===== src/rtl/step_accum_counter.sv =====
// Registered WIDTH-bit up/down step counter with wrap or saturate arithmetic.
// Flags bound crossings with a one-cycle pulse and a sticky status bit.
module step_accum_counter #(
    parameter int unsigned WIDTH     = 8,
    parameter int unsigned RESET_VAL = 0
) (
    input  logic             clk,
    input  logic             reset,
    input  logic             clear,
    input  logic             load,
    input  logic [WIDTH-1:0] load_val,
    input  logic             en,
    input  logic             up,
    input  logic [WIDTH-1:0] step,
    input  logic             sat,
    output logic [WIDTH-1:0] count,
    output logic             stat,
    output logic             stat_sticky,
    output logic             at_max,
    output logic             at_min
);

    localparam logic [WIDTH-1:0] ResetVal = RESET_VAL[WIDTH-1:0];

    logic [WIDTH-1:0] count_q, count_d;
    logic             stat_q, stat_d;
    logic             sticky_q, sticky_d;
    logic [WIDTH:0]   sum, diff, res;
    logic             crossing;

    // Extra top bit carries the overflow (up) or borrow (down).
    assign sum      = {1'b0, count_q} + {1'b0, step};
    assign diff     = {1'b0, count_q} - {1'b0, step};
    assign res      = up ? sum : diff;
    assign crossing = res[WIDTH];

    always_comb begin
        count_d  = count_q;
        stat_d   = 1'b0;
        sticky_d = sticky_q;
        if (clear) begin
            count_d  = ResetVal;
            sticky_d = 1'b0;
        end else if (load) begin
            count_d = load_val;
        end else if (en) begin
            if (crossing && sat) begin
                count_d = up ? {WIDTH{1'b1}} : {WIDTH{1'b0}};
            end else begin
                count_d = res[WIDTH-1:0];
            end
            if (crossing) begin
                stat_d   = 1'b1;
                sticky_d = 1'b1;
            end
        end
    end

    always_ff @(posedge clk or posedge reset) begin
        if (reset) begin
            count_q  <= ResetVal;
            stat_q   <= 1'b0;
            sticky_q <= 1'b0;
        end else begin
            count_q  <= count_d;
            stat_q   <= stat_d;
            sticky_q <= sticky_d;
        end
    end

    assign count       = count_q;
    assign stat        = stat_q;
    assign stat_sticky = sticky_q;
    assign at_max      = &count_q;
    assign at_min      = ~|count_q;

endmodule


===== config.mk =====
export PLATFORM = sky130hd
export DESIGN_NAME = step_accum_counter
export DESIGN_NICKNAME = d
export VERILOG_FILES = /design/src/rtl/step_accum_counter.sv
export SDC_FILE = /design/constraint.sdc
export NUM_CORES = 1
export LEC_CHECK = 0
export ABC_AREA = 1
export CORE_UTILIZATION = 49
export CTS_BUF_LIST = sky130_fd_sc_hd__clkbuf_4 sky130_fd_sc_hd__clkbuf_8
export DETAILED_ROUTE_END_ITERATION = 16
export GPL_ROUTABILITY_DRIVEN = 0
export PLACE_DENSITY = 0.82
export SYNTH_ARGS = -nofsm -noshare
export SYNTH_HDL_FRONTEND = slang
export SYNTH_SLANG_ARGS = --single-unit

===== constraint.sdc =====
create_clock -name clk -period 2 [get_ports clk]
set_input_delay 0.2 -clock clk [delete_from_list [all_inputs] [get_ports clk]]
set_output_delay 0.2 -clock clk [all_outputs]
set_load 0.02 [all_outputs]

Word-level counts from Yosys, hierarchy flattened
Cells that the tools add are included.
W data, S select, Z words.
{"block": "word_totals", "wordCells": 28, "regBits": 10}
{"block": "op_classes", "n_eq_ne": 1, "mux": 14, "n_reduce_logical": 8, "addsub": 2}
{"op": "$mux W8", "count": 5}
{"op": "$add A8 B8 Y9", "count": 1}
{"op": "$mux W9", "count": 1}
{"op": "$sub A8 B8 Y9", "count": 1}
{"op": "$mux W1", "count": 8}
{"op": "$reduce_and A8 Y1", "count": 1}
{"op": "$reduce_or A8 Y1", "count": 1}
{"op": "$reduce_bool A2 Y1", "count": 2}
{"op": "$reduce_and A3 Y1", "count": 1}
{"op": "$reduce_bool A3 Y1", "count": 1}
{"op": "$ne A2 B2 Y1 const B", "count": 1}
{"op": "$logic_and A1 B1 Y1", "count": 1}
{"op": "$logic_not A1 Y1", "count": 1}

Longest topological paths before layout
{"block": "depth", "word_depth": 7, "mapped_depth": 19}

Worst setup path before layout
Ideal clock, no wire load.
{"block": "synth_timing", "kind": "input -> register", "startpoint": "input step[2]", "endpoint": "register count_q[1] (netlist: count[1])", "setup_slack_ns": 0.008, "required_time_ns": 1.883, "setup_ns": 0.117, "path_buffers": 0, "arrival_time_ns": 1.875, "path_stages": 14, "cell_sequence": "nor3_1 -> a31oi_1 -> xor2_1 -> ha_1 -> nand2_1 -> inv_1 -> a21oi_2 -> nand2_2 -> nand2_4 -> nand4_4 -> nand2_1 -> nand2_1 -> nand2_1 -> nand2_1"}
{"block": "synth_between", "elab_chain_cells": 7, "word_cells_on_any_way": 8, "cone_classes": "2 x add/sub; 5 x mux; 1 x reduce/logical"}
{"element": "start: declaration", "line_no": "14", "rtl": "input logic [WIDTH-1:0] step,"}
{"element": "$sub A8 B8 Y9 / $add A8 B8 Y9 (equally long branches)", "line_no": "33, 32"}
{"element": "$mux W9 (*)", "line_no": "34", "rtl": "assign res = up ? sum : diff;"}
{"element": "$logic_and A1 B1 Y1 (*)", "line_no": "47", "rtl": "if (crossing && sat) begin"}
{"element": "$mux W8 (*)", "line_no": "47"}
{"element": "$mux W8 (*)", "line_no": "46", "rtl": "end else if (en) begin"}
{"element": "$mux W8 (*)", "line_no": "44", "rtl": "end else if (load) begin"}
{"element": "$mux W8 (*)", "line_no": "41", "rtl": "if (clear) begin"}
{"element": "end signal: assignment", "line_no": "61", "rtl": "count_q <= ResetVal;"}
{"element": "end signal: assignment", "line_no": "65", "rtl": "count_q <= count_d;"}
{"element": "end: declaration", "line_no": "25", "rtl": "logic [WIDTH-1:0] count_q, count_d;"}
Mark *: on every way between the ends. The rest lies on a longest branch, timed or not. The select of a mux whose other input is x is not followed.
A chain may end at the register's enable or synchronous reset.

Final worst setup path
{"block": "layout_timing", "startpoint": "input step[2]", "endpoint": "register count_q[6] (netlist: count[6])"}
{"block": "layout_between", "elab_chain_cells": 7, "word_cells_on_any_way": 8, "cone_classes": "2 x add/sub; 5 x mux; 1 x reduce/logical"}
{"element": "$sub A8 B8 Y9 / $add A8 B8 Y9 (equally long branches)", "line_no": "33, 32"}
{"element": "$mux W9 (*)", "line_no": "34"}
{"element": "$logic_and A1 B1 Y1", "line_no": "47"}
{"element": "$mux W8 (*)", "line_no": "47"}
{"element": "$mux W8 (*)", "line_no": "46"}
{"element": "$mux W8 (*)", "line_no": "44"}
{"element": "$mux W8 (*)", "line_no": "41"}
Marked as above.

==> metrics <==
run status finished, violations left; failing checks setup timing; vias per cell 5.459; clk buf depth 2; number of cells produced by synthesis 187; number of core rows 17; leak pwr 1.032 nW; Tightest Pin Transition 393.5 ps; fraction of layout cells with a size suffix above 1 32.55%; CTS buffer count 3; Core ar. 0.002255 mm2; Residual DRC 0; min Tclk post-route 2057 ps; initial core utilization 53.11%; Final WS setup -57.23 ps; Slew HR 73.74%; RSZ-0062 raised after global routing true; endpoint class of the critical path flop; #FFs+latches synth 10; syn_area_per_cell 6.403 um2; register share of total power 23.2%; Adder-Cell Fraction of Synth Area 11.08%; Comb pwr share 64.4%; CTS H-tree depth 1; most frequent cells after synthesis 89 x nand2_1, 14 x nor2_1, 12 x nand3_1, 11 x inv_1, 10 x dfrtp_1; Reg2Reg Launch Point count[0]$_DFFE_PP0P_; Post-Route Utilization 87.24%; asr flop ratio synth 100.0%; Clock Skew 2.917 ps; Iter 0 DRT Violations 30; number of fill cells 128; Clk network pwr share 12.4%; nets 290; port bufs 34; Syn. warnings 0; Mapped Area 0.001197 mm2; Yosys cell types 30; final std cells w/o fill 283; total power 1.086 mW; dpl hpwl 2908 um; FF-to-FF End count[6]$_DFFE_PP0P_; largest net degree at the start of global routing 11; # IOs 35; via count of the first global-routing pass 1520; Post-synth EDFFs 0; XOR/XNOR Fraction of Synth Area 6.583%; max-cap viol count 0; Syn Nets 220; Setup crit end count[6]$_DFFE_PP0P_; Hold Buf Count CTS 0; wire per inst 14.55 um; GRT Resource Usage Total 32.05%; Net Sw Frac 43.04%; CTS tree yes; Routed Antenna Nets 0; cell area power density 552.0 mW/mm2; sequential element share of the synthesized area 20.90%; final slew viol count 0; die width 51.44 um; main flop type after synthesis dfrtp_1; r2r setup slk -20 ps; Yosys top cell by area nand2_1; Crit Path Max Fanout 8; final setup fails 8; Synth Area in Compound Gates 3.553%; total gr overflow 0; Final Hold Viols 0; Critical Path RT 2160 ps; Max Freq 486.1 MHz; final WL 4117 um; CP Launch Type input pin; Clk Latency, worst-skew pair 260 ps; Worst R2R Path Depth 13; Via Count 1545; Root Buffer clkbuf_4; crit path from step[2]; worst setup path category input pin to flop; Yosys top cell area share 27.90%; HP Class input pin to async pin; chip height 51.44 um; global-route wire length before repair 6299 um; crit path DAT 2210 ps; Post-Place Worst Slack -727.3 ps; Peak VDD IR 0.0004538 V; antenna violations before repair 0; clk slew on worst S/H paths 60 ps; post-synthesis mux area share 0%; switching power 0.4673 mW; area growth from synthesis to layout 64.26%; top-count cell post-synth nand2_1; clock sinks 10; largest family of logic cells by synthesized area simple AND/OR/NAND/NOR gates; Placed Instances 276; antenna fix cells 0; DRT Pass-1 Iters 4; synth top area cells nand2_1 28%, dfrtp_1 21%, ha_1 9.4%, nand3_1 5.0%, nor2_1 4.4%; simple-gate area share of the yosys netlist 51.72%; final period utilization 102.9%; die area 0.002646 mm2; internal power 0.6184 mW; Setup TNS -289.4 ps
## per-layer routing
metal | vias up | track usage [%] | part of all wire, %
met5 | - | 0 | 0
met4 | 0 | 15.77 | 2.9
met3 | 13 | 4.167 | 5.6
met2 | 78 | 61.26 | 54
met1 | 712 | 33.58 | 37
li1 | 742 | - | -
## final cells by class
type                            instances  area (um2)  share of cell area, %
Multi-Input combinational cell        162        1010                  51.34
Timing Repair Buffer                   66       583.1                  29.64
Sequential cell                        10       250.2                  12.72
Inverter                               14       66.31                  3.371
Tap cell                               28       35.03                  1.781
Clock buffer                            3       22.52                  1.145
## cells by family (layout without fill, tap and decap cells)
kind of cell	Yosys count	in the layout
AO/OA/AOI/OAI	7	7
buffers and inverters	15	83
XOR/XNOR	9	9
flip-flops	10	10
AND/OR/NAND/NOR	136	136
adder cells (fa/ha/maj)	10	10
## worst min-delay path by stage
stage                                  from                 endpoint  slack (ps)  depth (start not counted)
floorplan                             reset     count[0]$_DFFE_PP0P_          40                          1
global placement    stat_sticky$_DFFE_PP0P_  stat_sticky$_DFFE_PP0P_         490                          2
detailed placement  stat_sticky$_DFFE_PP0P_  stat_sticky$_DFFE_PP0P_         490                          2
CTS                                   reset     count[4]$_DFFE_PP0P_         230                          2
global route                          reset     count[4]$_DFFE_PP0P_         250                          2
finish                                reset     count[1]$_DFFE_PP0P_         220                          2
## critical path, stage by stage
cell,delay (ps)
buf_8,100
nor3_4,180
buf_6,130
a31oi_4,80
xor2_1,160
ha_1,350
nand2_2,140
inv_2,60
a21oi_4,190
nand2_2,90
nand2_4,90
nand4_4,150
nand2_2,130
nand2_2,60
nand2_2,60
nand2_1,40
## stage by stage
step	hold slack [ps]	area, um2
global placement	490.5	1775
finish	220.8	1967
global route	247.7	1967
detailed placement	490.1	1775
floorplan	40.18	1197
CTS	232.4	1872
## layout by cell type (no fill, tap or decap), drive strengths merged
cell type / Yosys / final
xor2: 4 / 4
a21o: 1 / 1
clkinv: 1 / 1
nand2: 92 / 92
nand3b: 3 / 3
nand3: 15 / 15
a31oi: 1 / 1
inv: 12 / 12
nor3: 3 / 3
fa: 1 / 1
clkdlybuf4s15: 0 / 1
clkdlybuf4s50: 0 / 25
buf: 1 / 35
or2: 1 / 1
dfrtp: 10 / 10
a21oi: 2 / 2
clkbuf: 0 / 5
nor2: 17 / 17
o21ai: 3 / 3
ha: 9 / 9
nor4: 1 / 1
nand4: 4 / 4
bufinv: 1 / 1
xnor2: 5 / 5
dlygate4sd2: 0 / 3
## power by group through the flow
| stage | Clock [mW] | Combinational, mW | Sequential [mW] |
|---|---|---|---|
| 6_report | 0.134 | 0.699 | 0.252 |
| 5_1_grt | 0.146 | 0.752 | 0.255 |
| 4_1_cts | 0.135 | 0.633 | 0.250 |
| 3_5_place_dp | 0 | 0.588 | 0.254 |
| 3_3_place_gp | 0 | 0.566 | 0.253 |
| 2_1_floorplan | 0 | 0.313 | 0.272 |
## state kept, by name, summed over array words and instances, names as in the netlist
name and flops:
stat_sticky 1, count 8, stat 1
## repair_timing
item	CTS	global route
setup endpoints to repair	11	10
setup buffers	3	1
pin swaps	27	27
gates resized for setup	41	27
hold endpoints to repair	0	0
Note: power is estimated with default switching activity, not from simulation.
